--- src/rtl/alu_arbiter.sv ---
// rtl/alu_arbiter.sv - round-robin arbiter sharing one ALU between two requesters
module alu #(
  parameter int width = 32
) (
  input  logic [2:0]       op_i,
  input  logic [width-1:0] a_i,
  input  logic [width-1:0] b_i,
  output logic [width-1:0] out_o,
  output logic             overflow_o,
  output logic             zero_o,
  output logic             negative_o
);
  logic             sub;
  logic [width-1:0] b_eff;
  logic [width-1:0] sum;

  // Flags always come from the add/sub path, even for logic opcodes.
  always_comb begin
    sub        = op_i[0];
    b_eff      = sub ? ~b_i : b_i;
    sum        = a_i + b_eff + {{(width-1){1'b0}}, sub};
    overflow_o = (a_i[width-1] == b_eff[width-1]) && (sum[width-1] != a_i[width-1]);
    zero_o     = (sum == '0);
    negative_o = sum[width-1];
    unique case (op_i)
      3'b100:  out_o = a_i & b_i;
      3'b101:  out_o = a_i | b_i;
      3'b110:  out_o = ~(a_i | b_i);
      3'b111:  out_o = a_i ^ b_i;
      default: out_o = sum;
    endcase
  end
endmodule

module alu_arbiter #(
  parameter int width = 32
) (
  input  logic             clock_i,
  input  logic             reset_n_i,
  input  logic             req0_valid_i,
  output logic             req0_ready_o,
  input  logic [width-1:0] req0_a_i,
  input  logic [width-1:0] req0_b_i,
  input  logic [2:0]       req0_op_i,
  input  logic             req1_valid_i,
  output logic             req1_ready_o,
  input  logic [width-1:0] req1_a_i,
  input  logic [width-1:0] req1_b_i,
  input  logic [2:0]       req1_op_i,
  output logic             rsp_valid_o,
  input  logic             rsp_ready_i,
  output logic             rsp_id_o,
  output logic [width-1:0] rsp_out_o,
  output logic             rsp_overflow_o,
  output logic             rsp_zero_o,
  output logic             rsp_negative_o
);
  logic             last_q, last_d;
  logic             valid_q, valid_d;
  logic             id_q, id_d;
  logic [width-1:0] out_q, out_d;
  logic             ovf_q, ovf_d;
  logic             zero_q, zero_d;
  logic             neg_q, neg_d;

  logic             slot_free, grant_valid, grant, accept;
  logic [2:0]       alu_op;
  logic [width-1:0] alu_a, alu_b, alu_out;
  logic             alu_ovf, alu_zero, alu_neg;

  // With no grant the mux falls back to requester 0; nothing is captured then.
  always_comb begin
    slot_free    = !valid_q || rsp_ready_i;
    grant_valid  = req0_valid_i || req1_valid_i;
    grant        = (req0_valid_i && req1_valid_i) ? !last_q : req1_valid_i;
    accept       = grant_valid && slot_free;
    req0_ready_o = accept && !grant;
    req1_ready_o = accept && grant;
    alu_op       = grant ? req1_op_i : req0_op_i;
    alu_a        = grant ? req1_a_i  : req0_a_i;
    alu_b        = grant ? req1_b_i  : req0_b_i;
  end

  alu #(.width(width)) u_alu (
    .op_i       (alu_op),
    .a_i        (alu_a),
    .b_i        (alu_b),
    .out_o      (alu_out),
    .overflow_o (alu_ovf),
    .zero_o     (alu_zero),
    .negative_o (alu_neg)
  );

  always_comb begin
    last_d  = last_q;
    valid_d = valid_q;
    id_d    = id_q;
    out_d   = out_q;
    ovf_d   = ovf_q;
    zero_d  = zero_q;
    neg_d   = neg_q;
    if (accept) begin
      last_d  = grant;
      valid_d = 1'b1;
      id_d    = grant;
      out_d   = alu_out;
      ovf_d   = alu_ovf;
      zero_d  = alu_zero;
      neg_d   = alu_neg;
    end else if (valid_q && rsp_ready_i) begin
      valid_d = 1'b0;
    end
  end

  always_ff @(posedge clock_i or negedge reset_n_i) begin
    if (!reset_n_i) begin
      last_q  <= 1'b1;
      valid_q <= 1'b0;
      id_q    <= 1'b0;
      out_q   <= '0;
      ovf_q   <= 1'b0;
      zero_q  <= 1'b0;
      neg_q   <= 1'b0;
    end else begin
      last_q  <= last_d;
      valid_q <= valid_d;
      id_q    <= id_d;
      out_q   <= out_d;
      ovf_q   <= ovf_d;
      zero_q  <= zero_d;
      neg_q   <= neg_d;
    end
  end

  assign rsp_valid_o    = valid_q;
  assign rsp_id_o       = id_q;
  assign rsp_out_o      = out_q;
  assign rsp_overflow_o = ovf_q;
  assign rsp_zero_o     = zero_q;
  assign rsp_negative_o = neg_q;
endmodule
--- config.mk ---
export PLATFORM = sky130hd
export DESIGN_NAME = alu_arbiter
export DESIGN_NICKNAME = d
export VERILOG_FILES = /design/src/rtl/alu_arbiter.sv
export SDC_FILE = /design/constraint.sdc
export NUM_CORES = 1
export LEC_CHECK = 0
export CORE_ASPECT_RATIO = 0.75
export CORE_MARGIN = 1
export CORE_UTILIZATION = 45
export DETAILED_ROUTE_END_ITERATION = 10
export HOLD_SLACK_MARGIN = 0.02
export PLACE_DENSITY = 0.69
export SYNTH_ARGS = -nofsm -noshare
export SYNTH_HDL_FRONTEND = slang
export SYNTH_SLANG_ARGS = --single-unit
export TNS_END_PERCENT = 30
--- constraint.sdc ---
create_clock -name clock_i -period 9.57 [get_ports clock_i]
set_input_delay 1.4355 -clock clock_i [delete_from_list [all_inputs] [get_ports clock_i]]
set_output_delay 1.4355 -clock clock_i [all_outputs]
set_load 0.05 [all_outputs]
# --- Yosys cells after proc, flatten, opt, wreduce, memory -nomap -nowiden ---
# Cells that the tools add are included.
op_classes:
  multipliers: 0
  reduce_logical: 13
  bitwise_logic: 5
  n_shift: 0
  n_mux: 8
  n_div: 0
  n_lt_le_gt_ge: 0
  n_eq_ne: 6
  add_sub_neg: 2
op_table:
  columns: ["op", "count"]
  rows:
  - ["$pmux W32 S4", 1]
  - ["$mux W32", 3]
  - ["$not A32 Y32", 2]
  - ["$add A32 B1 Y32", 1]
  - ["$add A32 B32 Y32", 1]
  - ["$and A32 B32 Y32", 1]
  - ["$logic_not A32 Y1", 1]
  - ["$or A32 B32 Y32", 1]
  - ["$xor A32 B32 Y32", 1]
  - ["$eq A3 B3 Y1 const B", 4]
  - ["$logic_and A1 B1 Y1", 6]
  - ["$logic_not A1 Y1", 3]
  - ["$mux W1", 3]
  - ["$mux W3", 1]
  - ["$logic_or A1 B1 Y1", 2]
  - ["$reduce_bool A2 Y1", 1]
  - ["$eq A1 B1 Y1", 1]
  - ["$ne A1 B1 Y1", 1]
word_totals:
  memories: 0
  register_bits: 38
  romBits: 0
  latch_bits: 0
  inputBits: 139
  mem_bits_rw: 0

# --- Depth between registers and ports, before layout ---
logic_depth:
  depth_word: 9
  depth_mapped: 21
  depth_no_buf: 15

# --- Hierarchy ---
# A second synthesis with hierarchy kept.
hier_totals:
  hier_cells: 820
  area_unflattened_um2: 7045.5
by_module_without_submodules:
  columns: ["module", "cells_per_inst", "seq_area_each_um2", "area_per_inst_um2", "instances"]
  rows:
  - ["alu", 654, 0.0, 4584.4, 1]
  - ["alu_arbiter", 166, 952.2, 2461.1, 1]

# --- Worst setup path after synthesis ---
# OpenSTA, ideal clock, no wires.
synth_path:
  path_type: "input -> register"
  from: "input req1_valid_i"
  to: "register zero_q (netlist: rsp_zero_o)"
  slack_ns: 3.572
  setup_time_ns: 0.066
  t_required_ns: 9.504
  path_stages: 19
  arrival_time_ns: 5.932
  path_buffers: 4
  path_cell_list: "a21boi_1 > buf_2 > buf_1 > clkbuf_1 > buf_2 > mux2i_1 > xnor2_1 > ha_1 > a21o_1 > o21bai_1 > a21o_1 > a21oi_1 > o21ai_0 > or3_1 > or4_1 > nand4_1 > o2111a_1 > nand4bb_1 > nand2_1"
synth_between:
  elab_chain_cells: 8
  elab_cells_between_ends: 12
synth_rtl:
  columns: ["element", "line", "text"]
  rows:
  - ["start, declared", "45", "input logic req1_valid_i,"]
  - ["$logic_and A1 B1 Y1", "75", "grant = (req0_valid_i && req1_valid_i) ? !last_q : req1_valid_i;"]
  - ["$mux W1", "75", null]
  - ["$mux W32", "81", "alu_b = grant ? req1_b_i : req0_b_i;"]
  - ["$not A32 Y32", "20", "b_eff = sub ? ~b_i : b_i;"]
  - ["$mux W32", "20", null]
  - ["$add A32 B32 Y32", "21", "sum = a_i + b_eff + {{(width-1){1'b0}}, sub};"]
  - ["$add A32 B1 Y32", "21", null]
  - ["$logic_not A32 Y1", "23", "zero_o = (sum == '0);"]
  - ["end signal, assigned", "130", "zero_q <= zero_d;"]
  - ["end, declared", "63", "logic zero_q, zero_d;"]
# Parallel ways exist; a longest one is shown, timed or not.
# A chain may end at the register's enable or synchronous reset.

# --- Final worst setup path ---
layout_path:
  from: "input req0_valid_i"
  to: "register out_q[30] (netlist: rsp_out_o[30])"
layout_between:
  elab_chain_cells: 8
  elab_cells_between_ends: 20
layout_rtl:
  columns: ["element", "line", "text"]
  rows:
  - ["start, declared", "40", "input logic req0_valid_i,"]
  - ["$logic_and A1 B1 Y1", "75", null]
  - ["$mux W1", "75", null]
  - ["$mux W32", "81", null]
  - ["$not A32 Y32", "20", null]
  - ["$mux W32", "20", null]
  - ["$add A32 B32 Y32", "21", null]
  - ["$add A32 B1 Y32", "21", null]
  - ["$pmux W32 S4", "25", "unique case (op_i)"]
  - ["end signal, assigned", "128", "out_q <= out_d;"]
  - ["end, declared", "61", "logic [width-1:0] out_q, out_d;"]
# Parallel ways exist; a longest one is shown, timed or not.

==> results.py <==
metrics = {
    "synth": {
        "yosysSeqAreaShare": 0.124,
        "postSynthCellCount": 1060,
        "synth_flop_cell": "dfrtp_1",
        "ys_warn_count": 0,
        "netlist_area_um2": 7660,
        "yosys-top-cells-area": "ha_1 (14%), dfrtp_1 (12%), mux2i_1 (8.1%), nand2_1 (7.3%), o21ai_0 (6.6%)",
        "ys_ff_latch": 38,
        "syn_avg_cell_area_um2": 7.22,
        "synth_top_area_frac": 0.142,
        "yosysTopAreaCell": "ha_1",
        "yosysMostFrequentCell": "nand2_1",
        "synthDistinctLibCells": 75,
        "synthesis.nets": 1287,
        "synth_common_cells": "nand2_1 (149), o21ai_0 (101), ha_1 (87)",
        "synth_edf_count": 0,
        "async_flop_share": 1.00,
    },
    "critical_path": {
        "startpoint": "req0_valid_i",
        "endpoint": "rsp_out_o[30]$_DFFE_PN0P_",
        "cp_slowest_cell": "clkdlybuf4s50_1",
        "r2r-end": "rsp_out_o[30]$_DFFE_PN0P_",
        "reg2reg_slack_ns": 4.56,
        "cp.depth": 17,
        "required_ns": 9.75,
        "reg2regPathDepth": 16,
        "worstPathMaxFanout": 51,
        "cp.arrival_ns": 6.32,
        "critPathLaunchType": "input pin",
        "cpMostUsedCell": "o21ai_0",
        "reg2reg_from": "last_q$_DFFE_PN1P_",
        "critPathKind": "in -> reg",
        "critPathTopFamily": "compound AO/OA/AOI/OAI gates",
        "endpoint_kind": "register",
        "critPathMaxStageDelay_ns": 0.55,
        "path_buf_inv": 3,
        "cp_cell_sequence": "clkdlybuf4s50_1 -> a21bo_2 -> buf_4 -> a22o_2 -> buf_4 -> xnor2_1 -> ha_1 -> a21o_1 -> a21o_1 -> a21oi_1 -> o21ai_0 -> a31oi_1 -> o21ai_0 -> a31oi_1 -> mux2i_1 -> o21ai_0 -> a41o_1",
    },
    "routing": {
        "drt_iter0_markers": 699,
        "wl_per_cell_um": 18.1,
        "drt_first_pass_iters": 9,
        "antenna_left": 0,
        "drt-total-wl_mm": 25.4,
        "vias_per_cell": 5.89,
        "drc": 15,
        "vias": 8269,
    },
    "cells_and_area": {
        "syn_to_final_growth_pct": 27.1,
        "drive_gt1_frac": 0.0436,
        "final_util": 0.596,
        "n_antenna_cell": 0,
        "stdcell_count": 1404,
        "nNetsFinal": 1420,
    },
    "timing": {
        "layout_min_cycle_time_ns": 6.15,
        "final.setup.tns_ns": 0,
        "layout_worst_path_cycle_share": 0.642,
        "drv_slew": 0,
        "finClkSkew_ns": 0.00636,
        "slew_headroom": 0.413,
        "finalSetupViolCount": 0,
        "tightestPinTransition_ns": 0.880,
        "grt_setup_unrepaired": "no",
        "finalHoldViolCount": 0,
        "max_freq_mhz": 163,
    },
    "power": {
        "finalPower_mw": 1.69,
        "powerDensity_nw_per_um2": 173,
        "clkPwrFrac": 0.131,
        "p_int_uw": 819,
        "combinationalPowerShare": 0.723,
        "switching_power_uw": 867,
        "p_leak_nw": 4.35,
        "power_switching_share": 0.514,
        "worst_ir_drop_vdd_mv": 0.102,
        "seqPwrFrac": 0.145,
    },
    "global_routing": {
        "antenna_found_initial": 1,
        "grt_max_degree": 52,
        "overflow": 0,
        "grt_pass1_wl_mm": 40.7,
        "grt_pass1_vias": 7555,
        "grt.total_usage": 0.290,
    },
    "clock_tree": {
        "h-tree-depth": 2,
        "root_buffer": "clkbuf_16",
        "clk_pin_slew_worst_paths_ns": 0.06,
        "cts_setup_buffers": 0,
        "cts_hold_repair.buffers": 0,
        "cts_resized": 0,
        "clk_path_buf_depth": 2,
        "cts_made_buffers": 5,
        "cts_tree": "done",
        "cts_sinks": 38,
        "clock_latency_ns": 0.28,
    },
    "placed_design": {
        "placed_cells": 1396,
        "gp_congestion": 0.958,
        "io_buffers": 177,
        "hpwl_mm": 20.0,
    },
    "die": {
        "io_pins": 178,
        "rows": 40,
        "core-area_um2": 16300,
        "die_w_um": 153,
        "die-area_um2": 17500,
        "die_y_um": 115,
        "initial_core_util": 0.469,
    },
    "status": {
        "violations": "DRC",
        "outcome": "finished with violations",
    },
    "worst_hold_path": {
        "holdPathStages": 1,
        "min_path_type": "reg -> reg",
    },
    "job": {
        "drv_cap": 0,
    },
}
==> per-layer routing <==
| metal | vias up | GRT usage | part of all wire |
|---|---|---|---|
| li1 | 4077 | - | - |
| met1 | 3821 | 0.430 | 0.49 |
| met2 | 338 | 0.423 | 0.40 |
| met3 | 33 | 0.0735 | 0.096 |
| met5 | - | 0 | 0 |
| met4 | 0 | 0.0512 | 0.013 |
==> placed cells by master (no fill, tap or decap), types with 6 or more instances in the layout <==
cell             count
xnor3_1              6
o31ai_1              8
nand2_1            148
and2_1               9
o21bai_1             7
a221oi_1             7
nand4_1             12
dfrtp_1             37
ha_1                87
a211oi_1            20
o221ai_1             6
o2111ai_1           10
o211ai_1            21
nor2_1              69
mux2i_1             60
buf_4               14
xor2_1              24
xnor2_1             42
o21ai_1              7
a21o_1              25
a21oi_1             75
and3_1               7
o21ai_0            101
a31oi_1             12
clkdlybuf4s50_1    176
nand3_1             29
inv_1               68
nor3_1              15
==> power groups by stage <==
| stage | sequential, mW | clock (mW) | combinational (mW) |
|---|---|---|---|
| after global placement | 0.246 | 0 | 1.18 |
| final | 0.245 | 0.221 | 1.22 |
| after detailed placement | 0.248 | 0 | 1.19 |
| after floorplan | 0.414 | 0 | 0.648 |
| after CTS | 0.245 | 0.222 | 1.20 |
| after global routing | 0.252 | 0.230 | 1.32 |
==> kinds of logic after synthesis <==
family / Yosys count / synth area share
and+or+nand+nor: 325 / 0.192
buffers and inverters: 134 / 0.0717
xor gates and xnor gates: 72 / 0.0932
AOI/OAI and AO/OA: 337 / 0.285
DFF: 38 / 0.124
adders and majority gates: 88 / 0.145
muxes: 66 / 0.0884
==> area by class of cell <==
class | count | area [um^2]
well taps | 210 | 263
clock buffers | 6 | 139
clock inverters | 2 | 60.1
fillers | 1542 | 6590
multi-input cells | 888 | 6190
repair buffers | 191 | 1870
flip-flops and latches | 38 | 952
inverters | 69 | 259
==> how the worst min path moves through the flow <==
| stage | from | endpoint | slack [ns] |
|---|---|---|---|
| after floorplan | last_q$_DFFE_PN1P_ | last_q$_DFFE_PN1P_ | 0.51 |
| after CTS | rsp_id_o$_DFFE_PN0P_ | rsp_id_o$_DFFE_PN0P_ | 0.48 |
| final | rsp_id_o$_DFFE_PN0P_ | rsp_id_o$_DFFE_PN0P_ | 0.47 |
| after global routing | rsp_id_o$_DFFE_PN0P_ | rsp_id_o$_DFFE_PN0P_ | 0.50 |
| after global placement | rsp_id_o$_DFFE_PN0P_ | rsp_id_o$_DFFE_PN0P_ | 0.46 |
| after detailed placement | rsp_id_o$_DFFE_PN0P_ | rsp_id_o$_DFFE_PN0P_ | 0.47 |
==> metrics by stage <==
stage	area [um^2]	hold WS (ns)	setup WS [ns]
floorplan	7660	0.508	3.57
global placement	9530	0.459	3.34
detailed placement	9530	0.469	3.28
CTS	9730	0.482	3.58
global route	9730	0.501	3.15
finish	9730	0.474	3.42
==> state kept, by name, indices dropped and copies added, names as in the netlist <==
name	count
rsp_out_o	32
rsp_overflow_o	1
rsp_valid_o	1
last_q	1
rsp_zero_o	1
rsp_id_o	1
rsp_negative_o	1
(Power assumes the default switching activity.)
